[src/rtl/baccarat_pkg.sv]
// Shared types and constants for the Punto Banco datapath: card rank encoding,
// deck geometry and the card shoe state encoding.
package baccarat_pkg;

    typedef logic [3:0] card_t;

    localparam int RANK_MIN                = 1;
    localparam int RANK_MAX                = 13;
    localparam int CARDS_PER_RANK_PER_DECK = 4;
    localparam int DECK_SIZE               = 52;

    typedef enum logic [1:0] {
        IDLE    = 2'd0,
        SHUFFLE = 2'd1,
        PROBE   = 2'd2,
        DELIVER = 2'd3
    } shoe_state_t;

    // Folds a 4-bit random nibble onto ranks 1..13 (values 13..15 wrap to 1..3).
    function automatic card_t start_rank(input logic [3:0] v);
        return (v < 4'd13) ? card_t'(v + 4'd1) : card_t'(v - 4'd12);
    endfunction

endpackage

[src/rtl/card_lfsr.sv]
// Free-running 16-bit Galois LFSR (mask 16'hB400) feeding the card shoe's
// rank selection; a zero seed is replaced by 1 so the register never locks up.
module card_lfsr #(
    parameter logic [15:0] SEED = 16'hACE1
) (
    input  logic        clock,
    input  logic        resetb,
    output logic [15:0] state
);

    localparam logic [15:0] INIT = (SEED == 16'h0000) ? 16'h0001 : SEED;

    always_ff @(posedge clock) begin
        if (!resetb) begin
            state <= INIT;
        end else begin
            state <= {1'b0, state[15:1]} ^ (state[0] ? 16'hB400 : 16'h0000);
        end
    end

endmodule

[src/rtl/card_shoe.sv]
// Card shoe: per-rank inventory of NUM_DECKS decks, deals one random rank per
// request. Optional forced-deal ports are enabled by defining CARD_SHOE_FORCE_EN.
module card_shoe
    import baccarat_pkg::*;
#(
    parameter int          NUM_DECKS = 1,
    parameter logic [15:0] SEED      = 16'hACE1
) (
    input  logic       clock,
    input  logic       resetb,
    input  logic       req,
    input  logic       shuffle,
`ifdef CARD_SHOE_FORCE_EN
    input  logic       force_valid,
    input  logic [3:0] force_card,
    output logic       force_err,
`endif
    output logic       busy,
    output logic       card_valid,
    output logic [3:0] card,
    output logic [8:0] remaining
);

    localparam logic [5:0] FULL_RANK = 6'(CARDS_PER_RANK_PER_DECK * NUM_DECKS);
    localparam logic [8:0] FULL_SHOE = 9'(DECK_SIZE * NUM_DECKS);

    shoe_state_t state;
    card_t       ptr;
    logic        refill_deal;
    logic [5:0]  cnt [RANK_MIN:RANK_MAX];
    logic [15:0] lfsr;
    logic        lfsr_unused;
    logic [5:0]  ptr_cnt;
    logic [5:0]  f_cnt;
    logic        hit;
    logic        force_ok;
    logic        fv;
    card_t       fc;

    card_lfsr #(.SEED(SEED)) u_lfsr (
        .clock  (clock),
        .resetb (resetb),
        .state  (lfsr)
    );

    // Only the low nibble picks the start rank.
    assign lfsr_unused = ^lfsr[15:4];

`ifdef CARD_SHOE_FORCE_EN
    assign fv = force_valid;
    assign fc = force_card;
`else
    assign fv = 1'b0;
    assign fc = '0;
`endif

    // Out-of-range forced ranks match no counter and read back as empty.
    always_comb begin
        ptr_cnt = '0;
        f_cnt   = '0;
        for (int i = RANK_MIN; i <= RANK_MAX; i++) begin
            if (ptr == card_t'(i)) ptr_cnt = cnt[i];
            if (fc == card_t'(i))  f_cnt   = cnt[i];
        end
    end

    assign hit        = (state == PROBE) && (ptr_cnt != 6'd0);
    assign force_ok   = (f_cnt != 6'd0);
    assign busy       = (state != IDLE);
    assign card_valid = (state == DELIVER);

    always_ff @(posedge clock) begin
        if (!resetb) begin
            state       <= IDLE;
            ptr         <= card_t'(RANK_MIN);
            refill_deal <= 1'b0;
            card        <= '0;
            remaining   <= FULL_SHOE;
            for (int i = RANK_MIN; i <= RANK_MAX; i++) cnt[i] <= FULL_RANK;
        end else begin
            case (state)
                IDLE: begin
                    if (shuffle) begin
                        state       <= SHUFFLE;
                        refill_deal <= 1'b0;
                    end else if (fv) begin
                        if (force_ok) begin
                            state <= PROBE;
                            ptr   <= fc;
                        end
                    end else if (req) begin
                        if (remaining == 9'd0) begin
                            state       <= SHUFFLE;
                            refill_deal <= 1'b1;
                        end else begin
                            state <= PROBE;
                            ptr   <= start_rank(lfsr[3:0]);
                        end
                    end
                end
                SHUFFLE: begin
                    for (int i = RANK_MIN; i <= RANK_MAX; i++) cnt[i] <= FULL_RANK;
                    remaining <= FULL_SHOE;
                    if (refill_deal) begin
                        state <= PROBE;
                        ptr   <= start_rank(lfsr[3:0]);
                    end else begin
                        state <= IDLE;
                    end
                end
                PROBE: begin
                    if (hit) begin
                        card      <= ptr;
                        remaining <= remaining - 9'd1;
                        state     <= DELIVER;
                        for (int i = RANK_MIN; i <= RANK_MAX; i++) begin
                            if (ptr == card_t'(i)) cnt[i] <= cnt[i] - 6'd1;
                        end
                    end else begin
                        ptr <= (ptr == card_t'(RANK_MAX)) ? card_t'(RANK_MIN) : ptr + 4'd1;
                    end
                end
                DELIVER: state <= IDLE;
                default: state <= IDLE;
            endcase
        end
    end

`ifdef CARD_SHOE_FORCE_EN
    always_ff @(posedge clock) begin
        if (!resetb) begin
            force_err <= 1'b0;
        end else begin
            force_err <= (state == IDLE) && !shuffle && force_valid && !force_ok;
        end
    end
`endif

endmodule

[config.mk]
export PLATFORM = sky130hd
export DESIGN_NAME = card_shoe
export DESIGN_NICKNAME = d
export VERILOG_FILES = /design/src/rtl/baccarat_pkg.sv /design/src/rtl/card_lfsr.sv /design/src/rtl/card_shoe.sv
export SDC_FILE = /design/constraint.sdc
export NUM_CORES = 1
export LEC_CHECK = 0
export CAP_MARGIN = 15
export CORE_MARGIN = 10
export CORE_UTILIZATION = 35
export CTS_CLUSTER_SIZE = 20
export DETAILED_ROUTE_END_ITERATION = 8
export GPL_ROUTABILITY_DRIVEN = 0
export SYNTH_ARGS = -nofsm -noshare
export SYNTH_HDL_FRONTEND = slang
export SYNTH_HIERARCHICAL = 1
export SYNTH_SLANG_ARGS = --single-unit
[constraint.sdc]
create_clock -name clock -period 2.67 [get_ports clock]
set_input_delay 0.534 -clock clock [delete_from_list [all_inputs] [get_ports clock]]
set_output_delay 0.534 -clock clock [all_outputs]
set_load 0.02 [all_outputs]
# Word level (Yosys, flattened, before mapping)
# Memories as Yosys holds them, arrays and structs flattened.
# Index checks and enable logic that the tools add are counted.
[op_classes]
n_bitwise = 27
n_mul = 0
n_eq_ne = 23
reduce_logical = 14
n_mux = 128
addsub = 17
shift = 0
n_div = 0
magnitude_cmp = 1
[ops]
columns = ["op", "count"]
rows = [
  ["6-bit 2-to-1 mux", 39],
  ["6-bit by 1-bit subtractor with 6-bit output (second input constant)", 13],
  ["1-bit 2-to-1 mux", 72],
  ["4-bit 2-to-1 mux", 7],
  ["1-bit OR", 26],
  ["4-bit equality test (second input constant)", 6],
  ["9-bit case mux with 2 select lines", 1],
  ["4-bit by 3-bit equality test with 1-bit output (second input constant)", 4],
  ["16-bit 2-to-1 mux", 1],
  ["15-bit by 16-bit XOR with 16-bit output", 1],
  ["2-bit inequality test (second input constant)", 6],
  ["4-bit case mux with 3 select lines", 1],
  ["2-bit 2-to-1 mux", 5],
  ["9-bit logical NOT", 1],
  ["9-bit 2-to-1 mux", 1],
  ["9-bit by 1-bit subtractor with 9-bit output (second input constant)", 1],
  ["4-bit by 1-bit adder with 4-bit output (second input constant)", 2],
  ["4-bit by 2-bit equality test with 1-bit output (second input constant)", 2],
  ["2-bit case mux with 4 select lines", 1],
  ["2-bit nonzero test", 4],
  ["2-bit AND reduction", 3],
  ["6-bit AND reduction", 1],
  ["6-bit nonzero test", 1],
  ["2-bit equality test (second input constant)", 2],
  ["9 further kinds", 9],
]
[totals]
ramBits = 78
latch_bits = 0
romBits = 0
reg_bits = 36
in_bits = 4
elab_cells = 217
mem_count = 1
out_inout_bits = 15
[mem_list]
columns = ["memory", "words", "width", "rd", "rd_clocked_by_memory_dff", "write_ports", "line_no", "source"]
rows = [
  ["cnt", 13, 6, 13, 0, 13, "card_shoe.sv:30", "logic [5:0] cnt [RANK_MIN:RANK_MAX];"],
]

# Depth between registers and ports, before layout
# Gate-level depths: netlist (run 1).
[depth]
ltp_word = 21
depth_mapped = 12
mapped_depth_nobuf = 10

# Hierarchy
# Netlist (run 1), hierarchy kept.
[by_module_without_submodules]
columns = ["module", "cells_each", "instances", "area_each_um2", "seq_area_each_um2"]
rows = [
  ["card_shoe", 598, 1, 5855.6, 2742.6],
  ["card_lfsr", 36, 1, 452.9, 320.3],
]

# Least setup slack after synthesis (run 1)
# OpenSTA, ideal clock, no wires.
[synth_timing]
path_kind = "reg2reg"
from = "register ptr[1]"
to = "register, netlist name cnt[0][12]"
n_path_buf = 3
t_arrival_ps = 2538
period_less_slack_ps = 2918
required_ps = 2290
setup_ps = 380
path_stages_with_launch = 11
slack_ps = -248
cell_sequence = "dfxtp_1 or2_1 buf_4 or2_4 o21ai_2 a21oi_1 o211a_4 a311o_1 buf_6 buf_2 o31ai_1"
[synth_lines]
columns = ["item", "line_no", "source"]
rows = [
  ["start, declared", "card_shoe.sv:28", "card_t ptr;"],
  ["start signal, assigned", "card_shoe.sv:75", "ptr <= card_t'(RANK_MIN);"],
  ["start signal, assigned", "card_shoe.sv:97", "ptr <= start_rank(lfsr[3:0]);"],
  ["start signal, assigned", "card_shoe.sv:106", "ptr <= start_rank(lfsr[3:0]);"],
]

==> tab_implementation.tex, run 1 <==
\begin{tabular}{lr}
\hline
Metric & Value \\
\hline
\multicolumn{2}{l}{\textbf{Run status}} \\
\quad Run status & complete, but fails checks \\
\quad Violations in the final reports & setup timing \\
\multicolumn{2}{l}{\textbf{Worst setup path}} \\
\quad CP max stage cell & sky130\_fd\_sc\_hd\_\_or3\_4 \\
\quad Critical-path maximum fanout & 5 \\
\quad Cells along the critical path & or3\_4, o41ai\_4, buf\_4, a21boi\_4, nor4b\_4, o211a\_4, a311o\_1, buf\_6, or2\_4, buf\_6, nor2\_2 \\
\quad Worst Path Arrival & 2.96 ns \\
\quad Kind of start point of the critical path & flop \\
\quad Critical setup path kind & reg2reg \\
\quad Worst EP required & 2.84 ns \\
\quad Cell seen most often among critical-path stages & sky130\_fd\_sc\_hd\_\_buf\_6 \\
\quad Largest delay share family, worst path & simple AND/OR/NAND/NOR gates \\
\quad WP buf/inv & 3 \\
\quad Worst stage delay on the critical path & 0.42 ns \\
\quad Kind of capture point of the worst setup path & flop \\
\multicolumn{2}{l}{\textbf{Placed design}} \\
\quad IO Port Bufs & 18 \\
\quad Placement Setup Slack & -0.2938 ns \\
\quad Cell area reported after detailed placement & 7417 sq um \\
\quad Half-perimeter wire length after placement & 11.29 mm \\
\multicolumn{2}{l}{\textbf{GRT}} \\
\quad Wire length of the first global-routing pass & 26.12 mm \\
\quad Via count of the first global-routing pass & 5,333 \\
\quad Overall fraction of global-route tracks in use & 13.18\% \\
\quad Largest net degree at the start of global routing & 25 \\
\quad GRT Residual Overflow & 0 \\
\quad Initial antenna violation count & 0 \\
\multicolumn{2}{l}{\textbf{Power and ir drop}} \\
\quad Maximum vdd ir drop & 611.4 uV \\
\quad Static leakage power & 3.164 nW \\
\quad Cell Pwr Density & 758.5 nW/um\^{}2 \\
\quad Tot Pwr & 6.575 mW \\
\multicolumn{2}{l}{\textbf{Timing}} \\
\quad Unrepaired setup endpoints after global routing & true \\
\quad Post-layout minimum cycle time & 2.790 ns \\
\quad Worst Max-Slew Pin Slew & 0.4172 ns \\
\quad Achievable frequency & 358.4 MHz \\
\quad Worst clock skew & 0.008658 ns \\
\quad Worst hold margin & 0.4060 ns \\
\quad Setup total negative slack & -6.452 ns \\
\quad Share of the clock period used by the worst path after layout & 104.5\% \\
\quad Number of slew-limit violations in the final report & 0 \\
\quad Number of endpoints failing setup at the final stage & 107 \\
\quad Final setup slack of the worst path & -0.1201 ns \\
\quad Slew margin rel. & 72.18\% \\
\quad Final Hold Fails & 0 \\
\multicolumn{2}{l}{\textbf{Logic synthesis}} \\
\quad Number of register bits inferred by synthesis & 114 \\
\quad Async set-or-reset flop fraction in the synthesized netlist & 0\% \\
\quad Share of Yosys cell area claimed by the top area cell type & 37.13\% \\
\quad Main flop type after synthesis & sky130\_fd\_sc\_hd\_\_edfxtp\_1 \\
\quad Post-Syn Area & 6309 sq um \\
\quad Number of nets in the synthesized netlist & 659 \\
\quad Cell accounting for the most synthesized area & sky130\_fd\_sc\_hd\_\_edfxtp\_1 \\
\quad Count of warnings emitted by yosys & 6 \\
\quad Number of enable flip-flop cells after synthesis & 78 \\
\quad Number of instances in the synthesized netlist & 634 \\
\quad Unique cell type count in the Yosys netlist & 71 \\
\quad Top cells by area, synth & sky130\_fd\_sc\_hd\_\_edfxtp\_1 (37\%), sky130\_fd\_sc\_hd\_\_dfxtp\_1 (11\%), sky130\_fd\_sc\_hd\_\_ha\_1 (4.2\%), sky130\_fd\_sc\_hd\_\_nor2\_1 (4.0\%), sky130\_fd\_sc\_hd\_\_xor2\_1 (4.0\%) \\
\quad Post-synthesis average cell area & 9.950 sq um \\
\quad Sequential cell area fraction in the yosys report & 48.55\% \\
\multicolumn{2}{l}{\textbf{Clocking}} \\
\quad Clock tree buffer depth & 2 \\
\quad Number of buffers inserted during clock tree synthesis & 17 \\
\quad Worst-Skew Late Latency & 0.41 ns \\
\quad CTS tree & yes \\
\quad Clock Tree Root & sky130\_fd\_sc\_hd\_\_clkbuf\_16 \\
\quad CTS sink cnt & 114 \\
\quad Level count of the clock H-tree & 4 \\
\quad Reg clk slew, reported paths & 0.06 ns \\
\multicolumn{2}{l}{\textbf{Finish}} \\
\quad Multi-input gate area in the final layout & 3372 sq um \\
\quad Cell area after layout & 8668 sq um \\
\quad Filler Cells Inserted & 1,578 \\
\quad Area growth, synth to finish & 37.41\% \\
\quad Ant. Diodes & 0 \\
\quad Post-layout net count & 771 \\
\quad Ratio of cells with drive above 1 in the final layout & 30.70\% \\
\quad Footprint of the flip-flops and latches & 3078 sq um \\
\multicolumn{2}{l}{\textbf{Detailed routing}} \\
\quad Vias after detailed routing & 5,212 \\
\quad DR WL/cell & 16.25 um \\
\quad Routed Antenna Nets & 0 \\
\quad Post-detailed-route DRC marker count & 0 \\
\quad Total wire length after detailed routing & 16.05 mm \\
\quad Per-cell via count in the routed design & 5.275 \\
\quad First-pass DRT Iterations & 6 \\
\quad Count of routing violations after the opening detailed-route iteration & 368 \\
\multicolumn{2}{l}{\textbf{Floorplan}} \\
\quad Area of the die & 23,790 sq um \\
\quad Die H & 154.3 um \\
\quad Number of placed I/O pins & 19 \\
\quad Standard-cell row count & 49 \\
\quad Starting utilization of the core area & 35.36\% \\
\quad Standard cell core area & 17,840 sq um \\
\quad Chip width & 154.3 um \\
\multicolumn{2}{l}{\textbf{Run}} \\
\quad Max cap viols & 0 \\
\multicolumn{2}{l}{\textbf{Hold path}} \\
\quad HP Class & reg2reg \\
\hline
\end{tabular}
[repair_timing]
action	4_1_cts	5_1_grt
buffers inserted	15	5
hold buffers	0	0
gates cloned	1	0
pin swaps	19	14
endpoints found under the setup margin	165	172
gates resized for setup	80	44
hold endpoints to repair	0	0
[power breakdown]
part | switching [mW] | internal [mW]
Combinational | 1.12 | 0.971
Sequential | 0.173 | 2.09
Clock | 0.812 | 1.40
[cells in the mapped netlist (3+ instances only)]
master                     number
sky130_fd_sc_hd__edfxtp_1      78
sky130_fd_sc_hd__nor2_1        68
sky130_fd_sc_hd__inv_1         42
sky130_fd_sc_hd__nand2_1       37
sky130_fd_sc_hd__dfxtp_1       36
sky130_fd_sc_hd__xor2_1        29
sky130_fd_sc_hd__nor3_1        26
sky130_fd_sc_hd__a21oi_1       25
sky130_fd_sc_hd__o21ai_0       24
sky130_fd_sc_hd__xnor2_1       22
sky130_fd_sc_hd__ha_1          21
sky130_fd_sc_hd__or3_1         21
sky130_fd_sc_hd__nor4_1        17
sky130_fd_sc_hd__nand3_1       16
sky130_fd_sc_hd__nand2b_1      15
sky130_fd_sc_hd__o31ai_1       14
sky130_fd_sc_hd__clkbuf_1      13
sky130_fd_sc_hd__buf_2         12
sky130_fd_sc_hd__and2_1         9
sky130_fd_sc_hd__mux2i_1        7
sky130_fd_sc_hd__or4_1          7
sky130_fd_sc_hd__buf_6          6
sky130_fd_sc_hd__nor2b_1        6
sky130_fd_sc_hd__a211oi_1       5
sky130_fd_sc_hd__or2_2          5
sky130_fd_sc_hd__a22oi_1        4
sky130_fd_sc_hd__buf_4          4
sky130_fd_sc_hd__nand4_1        4
sky130_fd_sc_hd__o41ai_1        4
sky130_fd_sc_hd__nand3b_1       3
[metal layers]
metal  wire [um]  GRT usage (%)
met5           0              0
met4         203          3.554
met3         795          3.993
met2        7950          22.45
met1        7104          15.71
[final cells by class]
type,instances,share of cell area [%]
clock buffers,23,6.106
inverters,42,1.819
flip-flops and latches,114,35.51
repair buffers,129,13.63
well taps,229,3.305
multi-input cells,442,38.90
clock inverters,9,0.7361
[logic make-up (layout without fill, tap and decap cells)]
group,count (synthesis),in the layout,synth area share [%]
simple gates,246,246,20.27
flops,114,114,48.55
xor+xnor,51,51,7.080
mux,8,8,1.289
fa+ha+maj,21,21,4.165
compound gates,116,116,12.79
buf+inv,78,203,5.851
[path summary, 6_finish.rpt]
kind	end	cells past startpoint	from	slack [ns]
worst max-delay path	cnt[0][69]$_SDFFCE_PN0P_	11	cnt[0][56]$_SDFFCE_PN1P_	-0.12
worst min-delay path	u_lfsr/state[7]$_SDFF_PN1_	1	u_lfsr/state[8]$_SDFF_PN0_	0.41
worst max register to register	cnt[0][69]$_SDFFCE_PN0P_	11	cnt[0][56]$_SDFFCE_PN1P_	-0.12
worst min register to register	u_lfsr/state[7]$_SDFF_PN1_	1	u_lfsr/state[8]$_SDFF_PN0_	0.41
[metrics by stage]
step	std cells	util, %
2_1_floorplan	634	-
3_3_place_gp	944	41.57
3_5_place_dp	944	41.57
4_1_cts	987	47.24
5_1_grt	988	48.59
6_report	988	48.59
[flip-flops by register name (all words and copies together), names as in the netlist]
register	flops
card	4
cnt	78
ptr	4
refill_deal	1
remaining	9
state	2
u_lfsr/state	16
[cells in the final DEF, fill, tap and decap left out, types with 5 or more instances in the layout]
cell,n
sky130_fd_sc_hd__nor2_1,59
sky130_fd_sc_hd__xnor2_1,22
sky130_fd_sc_hd__o21ai_0,21
sky130_fd_sc_hd__buf_6,18
sky130_fd_sc_hd__clkbuf_16,20
sky130_fd_sc_hd__and2_1,9
sky130_fd_sc_hd__nor3_1,26
sky130_fd_sc_hd__ha_1,21
sky130_fd_sc_hd__dfxtp_1,32
sky130_fd_sc_hd__nor2_2,9
sky130_fd_sc_hd__inv_1,42
sky130_fd_sc_hd__nand2b_4,5
sky130_fd_sc_hd__a21oi_1,21
sky130_fd_sc_hd__edfxtp_1,78
sky130_fd_sc_hd__nand3_1,14
sky130_fd_sc_hd__or3_1,18
sky130_fd_sc_hd__nand2b_1,11
sky130_fd_sc_hd__o31ai_4,7
sky130_fd_sc_hd__buf_4,85
sky130_fd_sc_hd__nor4_2,7
sky130_fd_sc_hd__nor4_1,6
sky130_fd_sc_hd__nand2_1,29
sky130_fd_sc_hd__xor2_1,29
sky130_fd_sc_hd__clkdlybuf4s50_1,18
sky130_fd_sc_hd__mux2i_1,7
sky130_fd_sc_hd__nand2_2,5
sky130_fd_sc_hd__o31ai_1,7
sky130_fd_sc_hd__buf_12,8
(Power assumes the default switching activity.)
==> run 2: changes to the inputs <==
==> constraint.sdc (replaced) <==
create_clock -name clock -period 2.85 [get_ports clock]
set_input_delay 0.57 -clock clock [delete_from_list [all_inputs] [get_ports clock]]
set_output_delay 0.57 -clock clock [all_outputs]
set_load 0.02 [all_outputs]
==> run 2 against run 1 <==
Net effect:
- the run still ends with setup timing left
- wire length decreased by 1.6%
- via count decreased by 2.5%
- worst hold slack about the same
- clock skew decreased by 0.0010 ns
- final area decreased by 2.5%
- highest routed layer unchanged
==> tab_implementation.tex, run 2 (same netlist as run 1, synthesis figures left out) <==
\begin{tabular}{lr}
\hline
Metric & Value \\
\hline
\multicolumn{2}{l}{\textbf{Timing}} \\
\quad Setup total negative slack & -0.01651 ns \\
\quad Final Hold Fails & 0 \\
\quad Worst Max-Slew Pin Slew & 0.4808 ns \\
\quad Worst hold margin & 0.4061 ns \\
\quad Final setup slack of the worst path & -0.01175 ns \\
\quad Unrepaired setup endpoints after global routing & true \\
\quad Number of endpoints failing setup at the final stage & 3 \\
\quad Share of the clock period used by the worst path after layout & 100.4\% \\
\quad Slew margin rel. & 67.53\% \\
\quad Number of slew-limit violations in the final report & 0 \\
\quad Achievable frequency & 349.4 MHz \\
\quad Post-layout minimum cycle time & 2.862 ns \\
\quad Worst clock skew & 0.007611 ns \\
\multicolumn{2}{l}{\textbf{Finish}} \\
\quad Ant. Diodes & 0 \\
\quad Highest-count cells in the layout ignoring fill and taps & sky130\_fd\_sc\_hd\_\_edfxtp\_1 (78), sky130\_fd\_sc\_hd\_\_buf\_4 (75), sky130\_fd\_sc\_hd\_\_nor2\_1 (63), sky130\_fd\_sc\_hd\_\_inv\_1 (42), sky130\_fd\_sc\_hd\_\_dfxtp\_1 (32) \\
\quad Area growth, synth to finish & 33.95\% \\
\quad Most frequent standard cell in the layout excluding fill and tap cells & sky130\_fd\_sc\_hd\_\_edfxtp\_1 \\
\quad Ratio of cells with drive above 1 in the final layout & 26.08\% \\
\quad Post-layout util & 47.37\% \\
\quad Registers with the highest flip-flop counts & cnt x78, u\_lfsr/state x16, remaining x9 \\
\quad Cell area after layout & 8451 sq um \\
\quad Post-layout net count & 752 \\
\quad Number of flip-flops under the largest register name & 78 \\
\quad Post-route non-filler standard cell count & 969 \\
\quad Register with the most flip-flops & cnt \\
\multicolumn{2}{l}{\textbf{Run}} \\
\quad Max cap viols & 0 \\
\multicolumn{2}{l}{\textbf{Placed design}} \\
\quad IO Port Bufs & 18 \\
\quad Placed insts & 930 \\
\quad Half-perimeter wire length after placement & 11.06 mm \\
\quad Cell area reported after detailed placement & 7264 sq um \\
\multicolumn{2}{l}{\textbf{Power and ir drop}} \\
\quad Switching share of total power & 30.94\% \\
\quad Clock Power Share & 37.0\% \\
\quad Maximum vdd ir drop & 433.5 uV \\
\quad Sequential fraction of design power & 34.3\% \\
\quad Power share of the combinational group & 28.8\% \\
\quad Static leakage power & 3.079 nW \\
\quad Internal power of the cells & 4.293 mW \\
\quad Sw power & 1.923 mW \\
\quad Cell Pwr Density & 735.5 nW/um\^{}2 \\
\multicolumn{2}{l}{\textbf{Clocking}} \\
\quad Worst-Skew Late Latency & 0.42 ns \\
\quad Reg clk slew, reported paths & 0.06 ns \\
\quad CTS sink cnt & 114 \\
\quad Level count of the clock H-tree & 4 \\
\quad Number of buffers inserted during clock tree synthesis & 17 \\
\quad Clock Tree Root & sky130\_fd\_sc\_hd\_\_clkbuf\_16 \\
\quad Clock tree buffer depth & 2 \\
\quad CTS tree & yes \\
\multicolumn{2}{l}{\textbf{Detailed routing}} \\
\quad Count of routing violations after the opening detailed-route iteration & 376 \\
\quad Total wire length after detailed routing & 15.80 mm \\
\quad Per-cell via count in the routed design & 5.245 \\
\quad DR WL/cell & 16.31 um \\
\quad First-pass DRT Iterations & 5 \\
\quad Routed Antenna Nets & 0 \\
\quad Post-detailed-route DRC marker count & 0 \\
\quad Vias after detailed routing & 5,082 \\
\multicolumn{2}{l}{\textbf{Floorplan}} \\
\quad Standard-cell row count & 49 \\
\quad Number of placed I/O pins & 19 \\
\quad Standard cell core area & 17,840 sq um \\
\quad Chip width & 154.3 um \\
\quad Starting utilization of the core area & 35.36\% \\
\quad Area of the die & 23,790 sq um \\
\quad Die H & 154.3 um \\
\multicolumn{2}{l}{\textbf{Worst setup path}} \\
\quad Worst Path Arrival & 3.02 ns \\
\quad Critical setup path kind & reg2reg \\
\quad WP buf/inv & 4 \\
\quad Worst EP required & 3.01 ns \\
\quad Kind of start point of the critical path & flop \\
\quad Largest delay share family, worst path & simple AND/OR/NAND/NOR gates \\
\quad Kind of capture point of the worst setup path & flop \\
\quad Cells along the critical path & or3\_4, o41ai\_4, buf\_4, a21boi\_2, nor4b\_2, o211a\_4, buf\_4, a31oi\_4, buf\_6, nand3\_2, buf\_4, a21oi\_1 \\
\quad CP max stage cell & sky130\_fd\_sc\_hd\_\_or3\_4 \\
\quad Cell seen most often among critical-path stages & sky130\_fd\_sc\_hd\_\_buf\_4 \\
\quad Critical-path maximum fanout & 5 \\
\quad Worst stage delay on the critical path & 0.42 ns \\
\multicolumn{2}{l}{\textbf{GRT}} \\
\quad Initial antenna violation count & 0 \\
\quad Overall fraction of global-route tracks in use & 12.92\% \\
\quad Wire length of the first global-routing pass & 25.57 mm \\
\quad Largest net degree at the start of global routing & 25 \\
\quad GRT Residual Overflow & 0 \\
\quad Via count of the first global-routing pass & 5,167 \\
\multicolumn{2}{l}{\textbf{Run status}} \\
\quad Run status & complete, but fails checks \\
\quad Violations in the final reports & setup timing \\
\multicolumn{2}{l}{\textbf{Hold path}} \\
\quad HP Class & reg2reg \\
\hline
\end{tabular}
-- run 2: cell count changes in the layout (fill, tap and decap cells not counted), sizes merged --
| cell | delta |
|---|---|
| buf | -22 |
| clkbuf | +6 |
| clkinv | +1 |
| inv | -4 |
-- run 2: routing by layer --
layer / GRT usage (%) / share of wire (%) / vias up
met4: 3.824 / 1.7 / 0
met5: 0 / 0 / -
met2: 21.09 / 48 / 108
met1: 16.00 / 45 / 2447
li1: - / - / 2503
met3: 3.993 / 4.9 / 24
-- run 2: final cells by class --
class,instances,area (sq um)
inverter,42,157.7
fill,1597,9390
timing repair buffer,110,1023
clock inverter,6,45.04
tap,229,286.5
multi-input combinational,442,3234
clock buffer,26,628.1
sequential,114,3075
-- run 2: power by group through the flow --
stage	Clock, mW	Sequential, mW	Combinational (mW)
floorplan	0	2.10	0.939
global placement	0	2.14	1.46
detailed placement	0	2.15	1.49
CTS	2.33	2.12	1.52
global route	2.42	2.16	1.94
finish	2.30	2.13	1.79
-- run 2: path summary, 6_finish.rpt --
kind,start,endpoint,slack [ns],depth (start not counted)
hold / removal,u_lfsr/state[6]$_SDFF_PN1_,u_lfsr/state[5]$_SDFF_PN1_,0.41,1
setup reg to reg,cnt[0][54]$_SDFFCE_PN0P_,cnt[0][33]$_SDFFCE_PN0P_,-0.01,12
hold reg to reg,u_lfsr/state[6]$_SDFF_PN1_,u_lfsr/state[5]$_SDFF_PN1_,0.41,1
setup / recovery,cnt[0][54]$_SDFFCE_PN0P_,cnt[0][33]$_SDFFCE_PN0P_,-0.01,12
-- run 2: worst reg2reg max path, stage by stage (launching register included) --
cell and delay [ns]:
sky130_fd_sc_hd__edfxtp_1 0.38, sky130_fd_sc_hd__or3_4 0.42, sky130_fd_sc_hd__o41ai_4 0.32, sky130_fd_sc_hd__buf_4 0.18
sky130_fd_sc_hd__a21boi_2 0.05, sky130_fd_sc_hd__nor4b_2 0.32, sky130_fd_sc_hd__o211a_4 0.22, sky130_fd_sc_hd__buf_4 0.15
sky130_fd_sc_hd__a31oi_4 0.11, sky130_fd_sc_hd__buf_6 0.16, sky130_fd_sc_hd__nand3_2 0.10, sky130_fd_sc_hd__buf_4 0.14
sky130_fd_sc_hd__a21oi_1 0.04
-- run 2: what timing repair did --
item                                    4_1_cts  5_1_grt
hold buffers                                  0        0
setup buffers                                 0        3
gates cloned                                  0        4
pin swaps                                     0       15
endpoints found under the setup margin      116      161
gates resized for setup                      10       83
-- run 2: stage by stage --
step,setup slack (ns),power [mW]
3_3_place_gp,-0.1434,3.600
4_1_cts,-0.03714,5.972
5_1_grt,-0.1377,6.516
3_5_place_dp,-0.2698,3.637
2_1_floorplan,-0.06784,3.041
6_report,-0.01175,6.216
